`src/rtl/stream_arb_pkg.sv`:
```
// Shared types and default sizing for the round-robin stream arbiter.
// Holds the packet-lock FSM state type used when STREAM_RR_ARB_PKT_LOCK_EN is defined.
package stream_arb_pkg;

  localparam int DEF_WIDTH = 8;
  localparam int DEF_N     = 4;

  typedef enum logic {
    IDLE   = 1'b0,
    LOCKED = 1'b1
  } lock_state_e;

endpackage

```
`src/rtl/stream_rr_arb_rr_pick.sv`:
```
// Round-robin priority search: first set request after ptr, wrapping modulo N.
// Purely combinational; the caller owns the pointer register.
module rr_pick #(
  parameter int N  = 4,
  parameter int IW = $clog2(N)
) (
  input  logic [N-1:0]  req,
  input  logic [IW-1:0] ptr,
  output logic          any,
  output logic [IW-1:0] idx
);

  always_comb begin : search
    int   c;
    logic found;
    any   = |req;
    idx   = '0;
    found = 1'b0;
    c     = 0;
    // Scan ptr+1 .. ptr+N so the previous winner is considered last.
    for (int i = 1; i <= N; i++) begin
      c = int'(ptr) + i;
      if (c >= N) c = c - N;
      if (!found && req[c[IW-1:0]]) begin
        found = 1'b1;
        idx   = c[IW-1:0];
      end
    end
  end

endmodule

```
`src/rtl/stream_rr_arb.sv`:
```
// N-way round-robin stream arbiter feeding a single registered output stage.
// Define STREAM_RR_ARB_PKT_LOCK_EN to hold the grant on one requester until its i_last beat.
module stream_rr_arb
  import stream_arb_pkg::*;
#(
  parameter  int WIDTH = DEF_WIDTH,
  parameter  int N     = DEF_N,
  localparam int IW    = $clog2(N)
) (
  input  logic               i_clk,
  input  logic               i_reset_n,
  input  logic [N*WIDTH-1:0] i_data,
  input  logic [N-1:0]       i_vld,
  input  logic [N-1:0]       i_last,
  output logic [N-1:0]       o_rdy,
  output logic [WIDTH-1:0]   o_data,
  output logic               o_vld,
  output logic               o_last,
  output logic [IW-1:0]      o_grant,
  input  logic               i_rdy
);

  logic [WIDTH-1:0] data_q, data_d;
  logic             vld_q, vld_d;
  logic             last_q, last_d;
  logic [IW-1:0]    grant_q, grant_d;
  logic [IW-1:0]    ptr_q, ptr_d;

  logic             ld;
  logic             acc;
  logic             any_vld;
  logic [IW-1:0]    rr_idx;
  logic [IW-1:0]    win_idx;
  logic [N-1:0]     rdy;

  rr_pick #(
    .N  (N),
    .IW (IW)
  ) u_rr_pick (
    .req (i_vld),
    .ptr (ptr_q),
    .any (any_vld),
    .idx (rr_idx)
  );

`ifdef STREAM_RR_ARB_PKT_LOCK_EN
  lock_state_e   state_q, state_d;
  logic [IW-1:0] lock_idx_q, lock_idx_d;
  logic          locked;

  always_ff @(posedge i_clk) begin
    if (!i_reset_n) begin
      state_q    <= IDLE;
      lock_idx_q <= '0;
    end else begin
      state_q    <= state_d;
      lock_idx_q <= lock_idx_d;
    end
  end

  always_comb begin
    state_d    = state_q;
    lock_idx_d = lock_idx_q;
    case (state_q)
      IDLE: begin
        if (acc && !i_last[win_idx]) begin
          state_d    = LOCKED;
          lock_idx_d = win_idx;
        end
      end
      LOCKED: begin
        if (acc && i_last[win_idx]) state_d = IDLE;
      end
      default: state_d = IDLE;
    endcase
  end

  always_comb begin
    locked = (state_q == LOCKED);
  end

  // While locked, only the owning requester can be offered o_rdy.
  assign win_idx = locked ? lock_idx_q : rr_idx;
`else
  assign win_idx = rr_idx;
`endif

  always_comb begin
    ld      = !vld_q || i_rdy;
    acc     = i_reset_n && ld && any_vld && i_vld[win_idx];
    rdy     = '0;
    if (i_reset_n && ld && any_vld) rdy[win_idx] = 1'b1;

    data_d  = data_q;
    vld_d   = vld_q;
    last_d  = last_q;
    grant_d = grant_q;
    ptr_d   = ptr_q;
    if (acc) begin
      data_d  = i_data[win_idx*WIDTH +: WIDTH];
      vld_d   = 1'b1;
      last_d  = i_last[win_idx];
      grant_d = win_idx;
      ptr_d   = win_idx;
    end else if (ld) begin
      vld_d   = 1'b0;
    end
  end

  // Reset leaves ptr at N-1 so the first search starts from requester 0.
  always_ff @(posedge i_clk) begin
    if (!i_reset_n) begin
      data_q  <= '0;
      vld_q   <= 1'b0;
      last_q  <= 1'b0;
      grant_q <= '0;
      ptr_q   <= IW'(N - 1);
    end else begin
      data_q  <= data_d;
      vld_q   <= vld_d;
      last_q  <= last_d;
      grant_q <= grant_d;
      ptr_q   <= ptr_d;
    end
  end

  assign o_rdy   = rdy;
  assign o_data  = data_q;
  assign o_vld   = vld_q;
  assign o_last  = last_q;
  assign o_grant = grant_q;

endmodule

```
`config.mk`:
```
export PLATFORM = sky130hd
export DESIGN_NAME = stream_rr_arb
export DESIGN_NICKNAME = d
export VERILOG_FILES = /design/src/rtl/stream_arb_pkg.sv /design/src/rtl/stream_rr_arb_rr_pick.sv /design/src/rtl/stream_rr_arb.sv
export SDC_FILE = /design/constraint.sdc
export NUM_CORES = 1
export LEC_CHECK = 0
export BUFFER_PORTS_ARGS = -buffer_cell sky130_fd_sc_hd__buf_4
export CAP_MARGIN = 5
export CORE_AREA = 2 2 49 51
export DETAILED_ROUTE_END_ITERATION = 8
export DIE_AREA = 0 0 51 53
export HOLD_SLACK_MARGIN = 0.06
export PLACE_DENSITY = 0.88
export SLEW_MARGIN = 20
export SYNTH_ARGS = -nofsm -noshare
export SYNTH_HDL_FRONTEND = slang
export SYNTH_HIERARCHICAL = 1
export SYNTH_SLANG_ARGS = --single-unit
```
`constraint.sdc`:
```
create_clock -name i_clk -period 4.6 [get_ports i_clk]
set_input_delay 0.46 -clock i_clk [delete_from_list [all_inputs] [get_ports i_clk]]
set_output_delay 0.46 -clock i_clk [all_outputs]
set_load 0.01 [all_outputs]
```
# Yosys cells after proc, flatten, opt, wreduce, memory -nomap -nowiden
# Cells that the tools add are included.
[totals]
inputBits = 43
register_bits = 14
[classes]
n_mux = 28
magnitude_cmp = 10
addsub = 8
shift = 1
n_reduce_logical = 14
[op_table]
columns = ["op", "count"]
rows = [
  ["indexed part select 32 x 6 -> 8 bit", 1],
  ["2-to-1 mux 2 bit", 8],
  ["less-than comparator 2 x 3 -> 1 bit (second input constant)", 5],
  ["binary-select mux 1 bit (select 2 bit)", 6],
  ["2-to-1 mux 1 bit", 12],
  ["greater-or-equal comparator 3 bit (second input constant)", 3],
  ["subtractor 2 x 1 -> 2 bit (second input constant)", 4],
  ["logical AND 1 bit", 7],
  ["adder 2 x 2 -> 3 bit (second input constant)", 2],
  ["adder 2 x 3 -> 4 bit (second input constant)", 1],
  ["greater-or-equal comparator 4 x 3 -> 1 bit (second input constant)", 1],
  ["logical NOT 1 bit", 4],
  ["2-to-1 mux 4 bit", 1],
  ["OR reduction 4 bit", 1],
  ["adder 2 x 1 -> 3 bit (second input constant)", 1],
  ["demux 1 bit (select 2 bit)", 1],
  ["greater-or-equal comparator 2 x 1 -> 1 bit (second input constant)", 1],
  ["nonzero test 2 bit", 1],
  ["logical OR 1 bit", 1],
]

# Longest topological paths before layout
[depth]
word_depth = 20
mapped_depth = 8
depth_no_buf = 6

# Modules after synthesis
# The synthesis kept the hierarchy.
[modules_own_cells]
columns = ["mod", "n_inst", "area_per_inst_um2", "seq_area_each_um2", "cells_per_inst"]
rows = [
  ["stream_rr_arb", 1, 853.3, 280.3, 76],
  ["rr_pick", 1, 81.3, 0.0, 14],
]

# Worst setup path before layout
# OpenSTA, ideal clock, no wires.
[synth_path]
path_kind = "in2out"
from = "input port i_vld[0]"
to = "output port o_rdy[2]"
path_stages = 5
arrival_time_ns = 1.634
path_slack_ns = 2.506
path_buffers = 1
cell_sequence = "a21oi_1 -> a31oi_1 -> a21oi_1 -> clkbuf_1 -> nor3b_1"
[synth_between]
elab_chain_cells = 17
elab_cells_between_ends = 29
cone_classes = "2 x order compare; 18 x mux; 9 x reduce/logical"
[synth_rtl]
columns = ["item", "line_no", "text"]
rows = [
  ["from (decl)", "stream_rr_arb.sv:13", "input logic [N-1:0] i_vld,"],
  ["binary-select mux 1 bit (select 2 bit)", "stream_rr_arb_rr_pick.sv:24", "if (!found && req[c[IW-1:0]]) begin"],
  ["2-to-1 mux 1 bit (implied by the code)", "stream_rr_arb_rr_pick.sv:24", ""],
  ["2-to-1 mux 1 bit", "stream_rr_arb_rr_pick.sv:24", ""],
  ["logical NOT 1 bit", "stream_rr_arb_rr_pick.sv:24", ""],
  ["logical AND 1 bit", "stream_rr_arb_rr_pick.sv:24", ""],
  ["2-to-1 mux 1 bit", "stream_rr_arb_rr_pick.sv:24", ""],
  ["logical NOT 1 bit", "stream_rr_arb_rr_pick.sv:24", ""],
  ["logical AND 1 bit", "stream_rr_arb_rr_pick.sv:24", ""],
  ["[... 2 more ...]", "n/a", ""],
  ["logical AND 1 bit", "stream_rr_arb_rr_pick.sv:24", ""],
  ["2-to-1 mux 2 bit (*)", "stream_rr_arb_rr_pick.sv:24", ""],
  ["net rr_idx[1]", "stream_rr_arb.sv:32", "logic [IW-1:0] rr_idx;"],
  ["less-than comparator 2 x 3 -> 1 bit (implied by the code) or greater-or-equal comparator 2 x 1 -> 1 bit (tied branches)", "stream_rr_arb.sv:92", "if (i_reset_n && ld && any_vld) rdy[win_idx] = 1'b1;"],
  ["logical AND 1 bit (implied by the code)", "stream_rr_arb.sv:92", ""],
  ["2-to-1 mux 1 bit (implied by the code)", "stream_rr_arb.sv:92", ""],
  ["demux 1 bit (select 2 bit) (*)", "stream_rr_arb.sv:92", ""],
  ["2-to-1 mux 4 bit (*)", "stream_rr_arb.sv:92", ""],
  ["to (decl)", "stream_rr_arb.sv:15", "output logic [N-1:0] o_rdy,"],
]
# Mark *: on every way through the listed nets, which the timed path passes. The rest lies on a longest branch. The select of a mux whose other input is x is not followed.

# Final worst setup path
[layout_path]
from = "register ptr_q[1]"
to = "register data_q[4] (netlist: o_data[4])"
[layout_between]
elab_chain_cells = 18
elab_cells_between_ends = 41
cone_classes = "8 x add/sub; 4 x order compare; 1 x shift; 21 x mux; 7 x reduce/logical"
[layout_rtl]
columns = ["item", "line_no", "text"]
rows = [
  ["from (decl)", "stream_rr_arb.sv:27", "logic [IW-1:0] ptr_q, ptr_d;"],
  ["from (signal assigned)", "stream_rr_arb.sv:117", "ptr_q <= IW'(N - 1);"],
  ["from (signal assigned)", "stream_rr_arb.sv:123", "ptr_q <= ptr_d;"],
  ["adder 2 x 1 -> 3 bit", "stream_rr_arb_rr_pick.sv:22", "c = int'(ptr) + i;"],
  ["greater-or-equal comparator 3 bit or subtractor 2 x 1 -> 2 bit (tied branches)", "stream_rr_arb_rr_pick.sv:23", "if (c >= N) c = c - N;"],
  ["2-to-1 mux 2 bit", "stream_rr_arb_rr_pick.sv:23", ""],
  ["binary-select mux 1 bit (select 2 bit)", "stream_rr_arb_rr_pick.sv:24", ""],
  ["2-to-1 mux 1 bit (implied by the code)", "stream_rr_arb_rr_pick.sv:24", ""],
  ["2-to-1 mux 1 bit", "stream_rr_arb_rr_pick.sv:24", ""],
  ["logical NOT 1 bit", "stream_rr_arb_rr_pick.sv:24", ""],
  ["logical AND 1 bit", "stream_rr_arb_rr_pick.sv:24", ""],
  ["2-to-1 mux 1 bit", "stream_rr_arb_rr_pick.sv:24", ""],
  ["logical NOT 1 bit", "stream_rr_arb_rr_pick.sv:24", ""],
  ["logical AND 1 bit", "stream_rr_arb_rr_pick.sv:24", ""],
  ["2-to-1 mux 1 bit", "stream_rr_arb_rr_pick.sv:24", ""],
  ["logical NOT 1 bit", "stream_rr_arb_rr_pick.sv:24", ""],
  ["logical AND 1 bit", "stream_rr_arb_rr_pick.sv:24", ""],
  ["2-to-1 mux 2 bit (*)", "stream_rr_arb_rr_pick.sv:24", ""],
  ["net rr_idx[0]", "stream_rr_arb.sv:32", ""],
  ["branches (longest 3 deep; another with indexed part select 32 x 6 -> 8 bit)", "n/a", ""],
  ["to (signal assigned)", "stream_rr_arb.sv:119", "data_q <= data_d;"],
  ["to (decl)", "stream_rr_arb.sv:23", "logic [WIDTH-1:0] data_q, data_d;"],
]
# Mark *: on every way through the listed nets, which the timed path passes. The select of a mux whose other input is x is not followed.
# A chain may end at the register's enable or synchronous reset.

==> key figures <==
Outcome
  – Outcome: complete, no violations

Place
  – HPWL Detailed: around 2.1 mm
  – Placed cell area: 1370 um2
  – Port Buf Inserts: 58
  – Final estimated routing congestion in global placement: 0.775

Logic synthesis
  – Post-synthesis sequential area ratio: 30.0%
  – Seq cells post-synth: 14
  – Syn avg cell area: 10.4 um2
  – Most frequently used flop master after synthesis: sky130_fd_sc_hd__dfxtp_1
  – Syn nets: 133
  – Number of synthesized flops with an enable pin: 0
  – Area of the mapped netlist: 935 um2
  – Post-synth ARST share: 0%
  – Number of distinct library cells after synthesis: 26
  – Syn Inst Count: 90
  – Yosys warnings: 6

Final layout
  – Commonest cells after routing, fill and taps aside: sky130_fd_sc_hd__buf_4 (59), sky130_fd_sc_hd__nand2_1 (15), sky130_fd_sc_hd__dfxtp_1 (14)
  – Diode insertion count for antenna repair: 0
  – Final Core Density: 65.6%
  – Share of layout cells above drive strength 1: 50.0%
  – Synth-to-Final Area Change: 50.9%
  – Most common cell after layout, fill and taps aside: sky130_fd_sc_hd__buf_4
  – Non-Filler Cell Area, Final: 1410 um2
  – Number of nets in the layout: ~190

Route
  – # DRC: 0
  – Via-per-instance ratio: 5.38
  – First-pass detailed-route iteration total: 4
  – Detailed-route wire length per cell: between 15 and 20 um
  – Via total after detailed routing: around 950
  – Final Routed Wirelength: 2.71 mm
  – Number of DRC markers in iteration 0: 20
  – Post-route ant nets: 0

Floorplan
  – Core ar.: 2150 um2
  – Die outline area: about 2700 um2
  – I/O pin cnt: 59
  – Number of rows in the core area: 17
  – Die X-Extent: roughly 50 um
  – Effective utilization at floorplan: 43.5%
  – Vert. Die Dim: between 50 and 60 um

Setup path
  – Type of element launching the critical path: flop
  – Reg-to-Reg End: o_data[4]
  – Most common cell type on the critical path: sky130_fd_sc_hd__mux2i_1
  – Worst endpoint required time: 4810 ps
  – Category of the critical setup timing path: reg -> reg
  – Kind of end point of the critical path: flop
  – Cell with the largest stage delay on the worst path: sky130_fd_sc_hd__o221ai_2
  – Number of buffer and inverter stages on the critical path: 0
  – Max stage delay on crit path: roughly 780 ps
  – Data arrival, critical path: 2840 ps
  – Maximum fanout count along the critical path: 15
  – Top delay family on crit path: multiplexers
  – Cells traversed along the worst timing path: mux2i_1 > o221ai_2 > mux4_2 > nand3_2 > mux2i_1
  – Worst Reg-to-Reg Cells: 5
  – Beginning of the worst register-to-register path: ptr_q[1]
  – Reg-to-reg setup timing slack: 1970 ps

Clock network
  – Clock latency of the later-clocked register in the worst-skew pair: 280 ps
  – Number of clock sinks: 14
  – Resized cells post-CTS: 0
  – Number of CTS-inserted buffers: 3
  – Longest Clk Path Bufs: 2
  – TritonCTS clock tree: built
  – Number of buffers inserted to repair setup after CTS: 0
  – Number of levels the H-tree was split into: 1
  – Number of buffers inserted for hold repair after clock tree synthesis: 0
  – Clock slew at the register clock pins of the worst setup and hold paths: about 90 ps
  – Root buffer selected by CTS: sky130_fd_sc_hd__clkbuf_4

Power
  – Power density cells: between 300 and 400 nW/um2
  – Worst voltage drop across the vdd grid: 0.172 mV
  – Static Leakage: roughly 0.73 nW

GRT
  – Remaining global-route overflow: 0
  – Overall Global Routing Usage: 21.9%
  – Number of global-route vias before repair: 943
  – Initial antenna violation count: 0
  – Pin count of the biggest net entering global routing: 16
  – First-pass GRT wire length: approximately 4.4 mm

STA
  – Hold Fails Final Rpt: 0
  – Final Skew: between 8 and 9 ps
  – Setup repair after global routing missed its margin: no
  – Transition time of the tightest slew-check pin: 976 ps
  – Crit path time final: 2630 ps
  – Count of final setup violators: 0
  – Headroom to the max-slew limit: 35.0%
  – Summed negative setup slack over all endpoints: 0 ps
  – Portion of the clock cycle consumed by the worst path in the final layout: roughly 57%
  – Number of max-slew violations in the final report: 0
  – Fmax achieved: 0.380 GHz

Min path
  – Endpoint of the worst hold path: ptr_q[0]
  – Hold WC Path Type: in -> reg
  – WHS Path Cells: 2
  – Worst hold path startpoint: i_reset_n

Run
  – Number of max-cap violations: 0
-- power breakdown --
part	switching (mW)	leakage, nW	total, mW	internal, mW
Sequential	0.0147	0.116	0.158	0.143
Combinational	0.0795	0.595	0.184	0.104
Clock	0.0405	0.0210	0.0886	0.0482
Total	0.135	0.731	0.431	0.296
-- Yosys cell counts, types with 2 or more instances --
library cell                n  share of area, %
sky130_fd_sc_hd__a21oi_1    3               1.6
sky130_fd_sc_hd__clkbuf_1   2              0.80
sky130_fd_sc_hd__dfxtp_1   14                30
sky130_fd_sc_hd__inv_1     12               4.8
sky130_fd_sc_hd__mux2i_1   10                11
sky130_fd_sc_hd__mux4_1     4                11
sky130_fd_sc_hd__mux4_2     6                14
sky130_fd_sc_hd__nand2_1   15               6.0
sky130_fd_sc_hd__nand2b_1   2               1.3
sky130_fd_sc_hd__nand4_1    2               1.3
sky130_fd_sc_hd__nor2_1     2              0.80
sky130_fd_sc_hd__nor3b_1    2               1.6
sky130_fd_sc_hd__o211ai_2   2               2.7
sky130_fd_sc_hd__o21ai_1    2               1.1
-- worst register-to-register path, delay by kind of cell (launching register included) --
| kind | cells | cell delay, ps |
|---|---|---|
| AO/OA/AOI/OAI | 1 | 780 |
| flip-flops | 1 | 470 |
| multiplexers | 3 | 1030 |
| AND/OR/NAND/NOR | 1 | 280 |
-- final cells by class --
type / count / area (um2)
flip-flops and latches: 14 / 280
multi-input cells: 59 / 571
well taps: 28 / 35.0
inverters: 12 / 45.0
repair buffers: 59 / 443
clock buffers: 4 / 36.3
fillers: 160 / 738
-- worst max-delay path by stage --
stage	slack (ps)	endpoint	from	cells after the start
floorplan	2510	o_rdy[2]	i_vld[0]	5
global placement	1880	o_data[3]	i_vld[0]	7
detailed placement	1770	o_data[4]	i_vld[0]	7
CTS	1970	o_data[4]	ptr_q[1]	5
global route	1760	o_data[2]	ptr_q[1]	5
finish	1970	o_data[4]	ptr_q[1]	5
-- registers in the layout, indices dropped and copies added, names as in the netlist --
register,count
o_data,8
o_last,1
ptr_q,2
o_grant,2
o_vld,1
-- stage by stage --
step                power, mW  worst slack (ps)  hold WS (ps)  instances
detailed placement      0.344              1770           456        172
global route            0.456              1760           447        176
finish                  0.431              1970           445        176
global placement        0.336              1880           446        172
CTS                     0.432              1970           445        176
floorplan               0.269              2510           473         90
-- cell families after synthesis --
| group | share of synthesized area [%] |
|---|---|
| and+or+nand+nor | 16.2 |
| AOI/OAI and AO/OA | 8.43 |
| muxes | 36.4 |
| buffers and inverters | 8.97 |
| DFF | 30.0 |
-- routing by layer --
| layer | share of wire (%) | vias to the layer above | global-route usage, % |
|---|---|---|---|
| met1 | 39 | 473 | 24.1 |
| li1 | - | 444 | - |
| met4 | 0.92 | 0 | 5.41 |
| met2 | 57 | 25 | 42.6 |
| met5 | 0 | - | 0 |
| met3 | 3.6 | 4 | 4.52 |
(Power assumes the default switching activity.)
